## config.mk

```make
export PLATFORM = sky130hd
export DESIGN_NAME = hit_test_pulse_gen
export DESIGN_NICKNAME = d
export VERILOG_FILES = /design/src/rtl/hit_test_pulse_gen.sv
export SDC_FILE = /design/constraint.sdc
export NUM_CORES = 1
export LEC_CHECK = 0
export CORE_ASPECT_RATIO = 1.75
export CORE_UTILIZATION = 55
export DETAILED_ROUTE_END_ITERATION = 10
export GPL_TIMING_DRIVEN = 0
export MAX_ROUTING_LAYER = met4
export PLACE_DENSITY_LB_ADDON = 0.1
export SLEW_MARGIN = 5
export SYNTH_ARGS = -nofsm -noshare
export SYNTH_HDL_FRONTEND = slang
export SYNTH_SLANG_ARGS = --single-unit
```

## constraint.sdc

```tcl
create_clock -name clk_in -period 5.8 [get_ports clk_in]
set_clock_uncertainty 0.05 [all_clocks]
set_input_delay 1.16 -clock clk_in [delete_from_list [all_inputs] [get_ports clk_in]]
set_output_delay 1.16 -clock clk_in [all_outputs]
set_load 0.02 [all_outputs]
```

## src/rtl/hit_test_pulse_gen.sv

```systemverilog
// Synthetic hit-pulse source for ground test: programmable width, ch9 delay, period and burst.
// Output pulses are registered and fed ahead of the hit/trigger counters in test mode.
module hit_test_pulse_gen #(
    parameter int unsigned NCH     = 13,
    parameter int unsigned MIN_GAP = 2
) (
    input  logic            clk_in,
    input  logic            rst_in,
    input  logic            start_in,
    input  logic            stop_in,
    input  logic [NCH-1:0]  chan_mask_in,
    input  logic [3:0]      width_in,
    input  logic [7:0]      delay_in,
    input  logic [15:0]     period_in,
    input  logic [15:0]     burst_in,
    output logic [NCH-1:0]  hit_test_out,
    output logic            gen_busy_out,
    output logic            done_out,
    output logic [15:0]     sent_cnt_out
);

    localparam int unsigned DelayCh = 9;

    typedef enum logic [1:0] {StIdle, StRun, StFinish} state_e;

    state_e         state_q, state_d;
    logic [15:0]    ec_q, ec_d;
    logic [15:0]    sent_q, sent_d;
    logic           stop_pend_q, stop_pend_d;
    logic [NCH-1:0] hit_q, hit_d;
    logic           busy_q, busy_d;
    logic           done_q, done_d;
    logic           latch;

    logic [NCH-1:0] mask_q;
    logic [3:0]     width_q;
    logic [7:0]     delay_q;
    logic [15:0]    period_q;
    logic [15:0]    burst_q;

    logic [3:0]     width_eff;
    logic [16:0]    min_period;
    logic [16:0]    period_17;
    logic [15:0]    period_eff;
    logic           last_ec;
    logic           in_width;
    logic           in_delay;

    // Period is stretched so that ch9's delayed pulse still leaves MIN_GAP low cycles.
    always_comb begin
        width_eff  = (width_in == 4'd0) ? 4'd1 : width_in;
        min_period = {9'd0, delay_in} + {13'd0, width_eff} + 17'(MIN_GAP);
        period_17  = ({1'b0, period_in} > min_period) ? {1'b0, period_in} : min_period;
        period_eff = period_17[16] ? 16'hFFFF : period_17[15:0];
    end

    always_comb begin
        last_ec  = (ec_q == period_q - 16'd1);
        in_width = ({1'b0, ec_q} < {13'd0, width_q});
        in_delay = ({1'b0, ec_q} >= {9'd0, delay_q}) &&
                   ({1'b0, ec_q} < ({9'd0, delay_q} + {13'd0, width_q}));
    end

    always_comb begin
        state_d     = state_q;
        ec_d        = ec_q;
        sent_d      = sent_q;
        stop_pend_d = stop_pend_q;
        hit_d       = '0;
        busy_d      = busy_q;
        done_d      = 1'b0;
        latch       = 1'b0;
        unique case (state_q)
            StIdle: begin
                if (start_in && !stop_in) begin
                    state_d     = StRun;
                    ec_d        = 16'd0;
                    sent_d      = 16'd1;
                    stop_pend_d = 1'b0;
                    busy_d      = 1'b1;
                    latch       = 1'b1;
                end else if (done_q) begin
                    busy_d = 1'b0;
                end
            end
            StRun: begin
                for (int unsigned i = 0; i < NCH; i++) begin
                    hit_d[i] = mask_q[i] && ((i == DelayCh) ? in_delay : in_width);
                end
                if (stop_in) stop_pend_d = 1'b1;
                if (last_ec) begin
                    if (stop_pend_q || stop_in || (burst_q != 16'd0 && sent_q == burst_q)) begin
                        state_d = StFinish;
                    end else begin
                        ec_d   = 16'd0;
                        sent_d = sent_q + 16'd1;
                    end
                end else begin
                    ec_d = ec_q + 16'd1;
                end
            end
            StFinish: begin
                done_d  = 1'b1;
                state_d = StIdle;
            end
            default: state_d = StIdle;
        endcase
    end

    always_ff @(posedge clk_in) begin
        if (rst_in) begin
            state_q     <= StIdle;
            ec_q        <= '0;
            sent_q      <= '0;
            stop_pend_q <= 1'b0;
            hit_q       <= '0;
            busy_q      <= 1'b0;
            done_q      <= 1'b0;
            mask_q      <= '0;
            width_q     <= '0;
            delay_q     <= '0;
            period_q    <= '0;
            burst_q     <= '0;
        end else begin
            state_q     <= state_d;
            ec_q        <= ec_d;
            sent_q      <= sent_d;
            stop_pend_q <= stop_pend_d;
            hit_q       <= hit_d;
            busy_q      <= busy_d;
            done_q      <= done_d;
            if (latch) begin
                mask_q   <= chan_mask_in;
                width_q  <= width_eff;
                delay_q  <= delay_in;
                period_q <= period_eff;
                burst_q  <= burst_in;
            end
        end
    end

    assign hit_test_out = hit_q;
    assign gen_busy_out = busy_q;
    assign done_out     = done_q;
    assign sent_cnt_out = sent_q;

endmodule
```

==> results_dict.tcl, run 1 <==
set metrics [dict create \
    syn_to_final_growth_pct 22.3 \
    hold_viol 0 \
    synth_commonest_cells "nand2_1, dfxtp_1, a21oi_1" \
    tritoncts "done" \
    yosys_warnings 0 \
    pin_count 92 \
    initial_core_util_pct 56.3 \
    root_buffer "clkbuf_16" \
    cp_slowest_cell "nor4b_1" \
    grt_pass1_vias 6006 \
    rsz0062_at_grt "no" \
    clock-sinks 107 \
    nNetsFinal 967 \
    path_max_fanout 10 \
    yosysMostFrequentCell "nand2_1" \
    postSynthCellCount 760 \
    insertion_delay_ps 350 \
    hpwlAfterDp_um 14400 \
    powerDensity_nw_per_um2 229 \
    synth_ff_type "dfxtp_1" \
    core-area_um2 11000 \
    antenna_found_initial 0 \
    slew_headroom_pct 44.0 \
    drtIter0Drc 352 \
    cpPeakStageDelay_ps 670 \
    die-area_um2 11700 \
    cts-htree-levels 3 \
    grt_overflow 0 \
    fp.dieH_um 143 \
    min_period_ps 5510 \
    netlist.area_leader.share_pct 34.5 \
    hp-class "reg -> reg" \
    grt_pass1_wl_um 29200 \
    yosysTopAreaCell "dfxtp_1" \
    synth_enable_flop_cells 0 \
    grt.total_usage_pct 34.3 \
    final_cells 998 \
    slew_violations 0 \
    fin_crit_sh_pct 95.0 \
    critPathArrivalTime_ps 5710 \
    dp.cells 982 \
    vias_per_cell 6.09 \
    num_antenna_cells 0 \
    wire_per_inst_um 18.6 \
    tightest_slew_ps 828 \
    startpoint_type "primary input" \
    place_area_um2 7280 \
    path_cells "clkdlybuf4s50_1 -> nor3_1 -> or2_2 -> ha_1 -> ha_1 -> a21o_1 -> a21oi_1 -> o21bai_1 -> nand4_1 -> ha_1 -> nor4b_1 -> o221ai_1 -> a22oi_2 -> or2_2 -> clkbuf_1 -> o21ai_0 -> a31o_2" \
    holdWs_ps 402 \
    ys_types 70 \
    synth.avg_cell_area_um2 8.17 \
    crit_family "compound AO/OA/AOI/OAI gates" \
    vdd_drop_max_uv 169 \
    drt-pass1-iter-count 6 \
    synthTopCellsByArea "dfxtp_1, ha_1, nand2_1" \
    critPathKind "in -> reg" \
    async_reset_ff_share_pct 0 \
    syn_area_um2 6210 \
    p_leak_uw 0.00291 \
    setup_violations 0 \
    rows 51 \
    gp_congestion 0.917 \
    critPathCaptureType "flip-flop" \
    fin_util_pct 68.8 \
    routed-via-count 6074 \
    cp.required_ps 5990 \
    maxCapViolations 0 \
    die_w_um 82.3 \
    timing.fmax_mhz 181 \
    critPathBufInv 2 \
    routed_wl_um 18600 \
    grt_max_degree 23 \
    synth_seq_area_share_pct 34.5 \
    drive_gt1_share_pct 4.39 \
    numCtsBuffers 9 \
    drc 0 \
    synth_nets 866 \
    cts_buffer_depth 2 \
    path_clk_slew_ps 80 \
    synth-seq-cells 107 \
    status "finished clean" \
    worst_path_most_repeated_cell "ha_1" \
    io_buffer_count 90 \
    final_area_um2 7590 \
    ant_nets 0 \
]
[logic make-up after synthesis]
family                   synth area share [%]
AND/OR/NAND/NOR                          25.3
AO/OA/AOI/OAI                            17.1
flip-flops                               34.5
buffers and inverters                    4.35
XOR/XNOR                                 8.18
adder cells (fa/ha/maj)                  9.31
multiplexers                             1.29
[tightest hold or removal path: stages (launching register included)]
cell	delay, ps
dfxtp_1	310
nand2_1	50
a21oi_1	50
[power breakdown]
part | total, uW | internal (uW) | leakage, uW | switching (uW)
combinational | 324 | 142 | 0.00189 | 182
clock | 632 | 312 | 0.000151 | 320
sequential | 781 | 757 | 0.000869 | 24.0
[layout by cell type, fill, tap and decap left out, types with 3 or more instances in the layout]
cell type,Yosys,final
nand2_1,127,127
dfxtp_1,107,107
clkdlybuf4s50_1,0,90
a21oi_1,73,73
ha_1,43,43
nor3_1,39,39
clkbuf_1,34,34
xnor2_1,31,31
inv_1,30,30
xor2_1,27,27
nor2_1,23,23
nand3_1,22,22
o21ai_0,17,17
and2_1,17,17
nand4_1,13,13
a21o_1,12,12
nor4_1,11,11
and3_1,10,10
nor2b_1,9,9
clkbuf_16,0,9
mux2i_1,8,8
a31oi_1,7,7
o211ai_1,7,7
o21bai_1,6,6
or3_1,6,6
nand2b_1,5,5
and4_1,5,5
o21a_1,4,4
or4_1,4,4
a211oi_1,4,4
nor3b_1,4,4
buf_2,3,3
o2bb2ai_1,3,3
a2bb2oi_1,3,3
[area by class of cell]
type                       instances  area (um2)
buffer                            40         158
tap                              132         165
sequential                       107        2140
fill                             952        3440
multi-input combinational        583        3800
timing repair buffer              90         901
clock buffer                       9         225
inverter                          30         113
clock inverter                     7        86.3
[flip-flops by register name (all words and copies together) (netlist names)]
register      count
period_q         16
gen_busy_out      1
state_q           2
delay_q           8
width_q           4
stop_pend_q       1
burst_q          16
done_out          1
ec_q             16
hit_test_out     13
sent_cnt_out     16
mask_q           13
[per-layer routing]
metal | up-vias | global-route usage (%) | part of all wire [%]
li1 | 2892 | - | -
met1 | 2862 | 33.8 | 36
met2 | 239 | 59.0 | 53
met3 | 81 | 5.51 | 4.4
met4 | 0 | 24.6 | 6.9
met5 | - | - | 0
[what timing repair did]
action | CTS | global route
setup buffers | 0 | 0
resized for setup | 0 | 1
hold buffers | 0 | 0
setup endpoints to repair | 0 | 1
[final timing paths]
| check | start | endpoint | slack [ps] | depth (start not counted) |
|---|---|---|---|---|
| worst max-delay path | width_in[2] | period_q[7]$_SDFFE_PP0P_ | 290 | 17 |
| worst min-delay path | mask_q[0]$_SDFFE_PP0P_ | mask_q[0]$_SDFFE_PP0P_ | 400 | 2 |
| worst max register to register | sent_cnt_out[6]$_SDFFE_PP0P_ | sent_cnt_out[5]$_SDFFE_PP0P_ | 2450 | 11 |
| worst min register to register | mask_q[0]$_SDFFE_PP0P_ | mask_q[0]$_SDFFE_PP0P_ | 400 | 2 |
[metrics by stage]
step	TNS [ps]	worst slack, ps	total power [uW]
final	0	288	1740
after global routing	0	95.2	1810
after CTS	0	280	1740
after detailed placement	-108	-78.9	1120
after global placement	-5.68	-5.68	1110
after floorplan	0	1130	996
Power figures use the tool's default switching activity.
==> inputs of run 2 (changes only) <==
- SLEW_MARGIN: 5 -> default
- clock period: 5.8 -> 5.2 ns (I/O delays scaled with it)
==> results_dict.tcl, run 2 (synthesis gave the netlist of run 1 again) <==
set metrics [dict create \
    status "finished clean" \
    gp_congestion 0.917 \
    insertion_delay_ps 360 \
    grtUsageMet3_pct 5.45 \
    worstReg2RegStart "sent_cnt_out[6]$_SDFFE_PP0P_" \
    drc 0 \
    critPathKind "in -> reg" \
    grt_max_degree 23 \
    maxCapViolations 0 \
    routed-via-count 6051 \
    place_area_um2 7280 \
    antenna_found_initial 0 \
    grt_pass1_wl_um 29200 \
    hold_viol 0 \
    hold_path_depth 2 \
    drive_gt1_share_pct 4.62 \
    cts_buffer_depth 2 \
    crit_family "compound AO/OA/AOI/OAI gates" \
    critPathBufInv 3 \
    fp.dieH_um 143 \
    setup_violations 0 \
    slew_headroom_pct 45.7 \
    place_ws_ps -559 \
    hp-start "mask_q[0]$_SDFFE_PP0P_" \
    multi_input_area_um2 3820 \
    wire_per_inst_um 18.7 \
    cp_slowest_cell "clkdlybuf4s50_1" \
    cts-htree-levels 3 \
    met1_usage_pct 33.6 \
    core-area_um2 11000 \
    grt_pass1_vias 5995 \
    min_period_ps 4870 \
    routed_wl_um 18600 \
    ant_nets 0 \
    vias_per_cell 6.07 \
    fin_util_pct 68.9 \
    path_depth 18 \
    layout.filler_cells 948 \
    r2r_cells 11 \
    die-area_um2 11700 \
    num_antenna_cells 0 \
    hold_buffers 0 \
    timing.fmax_mhz 205 \
    rsz0062_at_grt "no" \
    pin_count 92 \
    io_buffer_count 90 \
    initial_core_util_pct 56.3 \
    powerDensity_nw_per_um2 255 \
    rows 51 \
    grt_use_met2_pct 58.9 \
    numCtsBuffers 9 \
    startpoint_type "primary input" \
    critPathArrivalTime_ps 5090 \
    drt-pass1-iter-count 5 \
    cpPeakStageDelay_ps 550 \
    hold_path_end "mask_q[0]$_SDFFE_PP0P_" \
    tightest_slew_ps 808 \
    worst_path_most_repeated_cell "ha_1" \
    drtIter0Drc 336 \
    slew_violations 0 \
    layout_commonest_cell "nand2_1" \
    post_cts_buffers 0 \
    syn_to_final_growth_pct 22.4 \
    tritoncts "done" \
    grt_busiest_layer "met2" \
    die_w_um 82.3 \
    critPathCaptureType "flip-flop" \
    hpwlAfterDp_um 14400 \
    p_leak_uw 0.00291 \
    path_cells "clkdlybuf4s50_1 -> nor3_1 -> or2_2 -> ha_1 -> ha_1 -> inv_1 -> fa_1 -> inv_1 -> a21oi_1 -> o21bai_1 -> xnor2_1 -> ha_1 -> a2111o_1 -> o221ai_1 -> a22oi_2 -> or2_4 -> or3_1 -> a31oi_1" \
    grt.total_usage_pct 34.2 \
    vdd_drop_max_uv 189 \
    rr_endpoint "sent_cnt_out[5]$_SDFFE_PP0P_" \
    setup_ws_ps 330 \
    cp.required_ps 5420 \
    path_max_fanout 10 \
    fin_crit_sh_pct 93.7 \
    hp-class "reg -> reg" \
    rrSetupSlack_ps 1820 \
    root_buffer "clkbuf_16" \
    clock-sinks 107 \
    path_clk_slew_ps 80 \
    holdWs_ps 402 \
    final_area_um2 7600 \
    mostFrequentLayoutCells "nand2_1, dfxtp_1, clkdlybuf4s50_1" \
    nNetsFinal 966 \
    grt_overflow 0 \
    ff_latch_area_um2 2140 \
]
## run 2: through the flow
step / TNS, ps / total power [uW] / cells
floorplan: 0 / 1110 / 760
global placement: -3370 / 1230 / 982
detailed placement: -4020 / 1250 / 982
CTS: 0 / 1940 / 998
global route: 0 / 2020 / 997
finish: 0 / 1940 / 997
## run 2: power breakdown
part	total (uW)	internal (uW)	switching, uW
logic	362	159	204
registers	871	844	26.7
clock network	704	348	357
total	1940	1350	587
## run 2: what timing repair did
action / 4_1_cts / 5_1_grt
endpoints found under the setup margin: 9 / 9
cloned: 0 / 0
pin swaps: 0 / 0
gates resized for setup: 2 / 2
## run 2: worst reg2reg max path, stage by stage, from the launching register on
cell and delay, ps:
dfxtp_1 340, clkbuf_1 340, xor2_1 130, nor4_1 210
nand3_1 130, o31ai_1 680, o21a_1 220, clkbuf_1 380
buf_1 420, nor3_1 80, a31oi_1 190, a21oi_1 80
## run 2: worst max path at each step
stage	start	end	slack (ps)
floorplan	width_in[1]	period_q[6]$_SDFFE_PP0P_	650
global placement	width_in[2]	period_q[7]$_SDFFE_PP0P_	-490
detailed placement	width_in[2]	period_q[7]$_SDFFE_PP0P_	-560
CTS	width_in[2]	period_q[6]$_SDFFE_PP0P_	4
global route	width_in[2]	period_q[6]$_SDFFE_PP0P_	40
finish	width_in[2]	period_q[6]$_SDFFE_PP0P_	330
## run 2: layout make-up
type | count | area share [%]
Multi-Input combinational cell | 583 | 50.2
Timing Repair Buffer | 90 | 11.8
Buffer | 39 | 2.02
Clock inverter | 7 | 1.14
Sequential cell | 107 | 28.2
Tap cell | 132 | 2.17
Clock buffer | 9 | 2.96
Inverter | 30 | 1.48
## run 2: routing by layer
| layer | wire, um | vias up |
|---|---|---|
| met2 | 9860 | 248 |
| met1 | 6650 | 2838 |
| met3 | 847 | 81 |
| met5 | 0 | - |
| met4 | 1260 | 0 |
| li1 | - | 2884 |
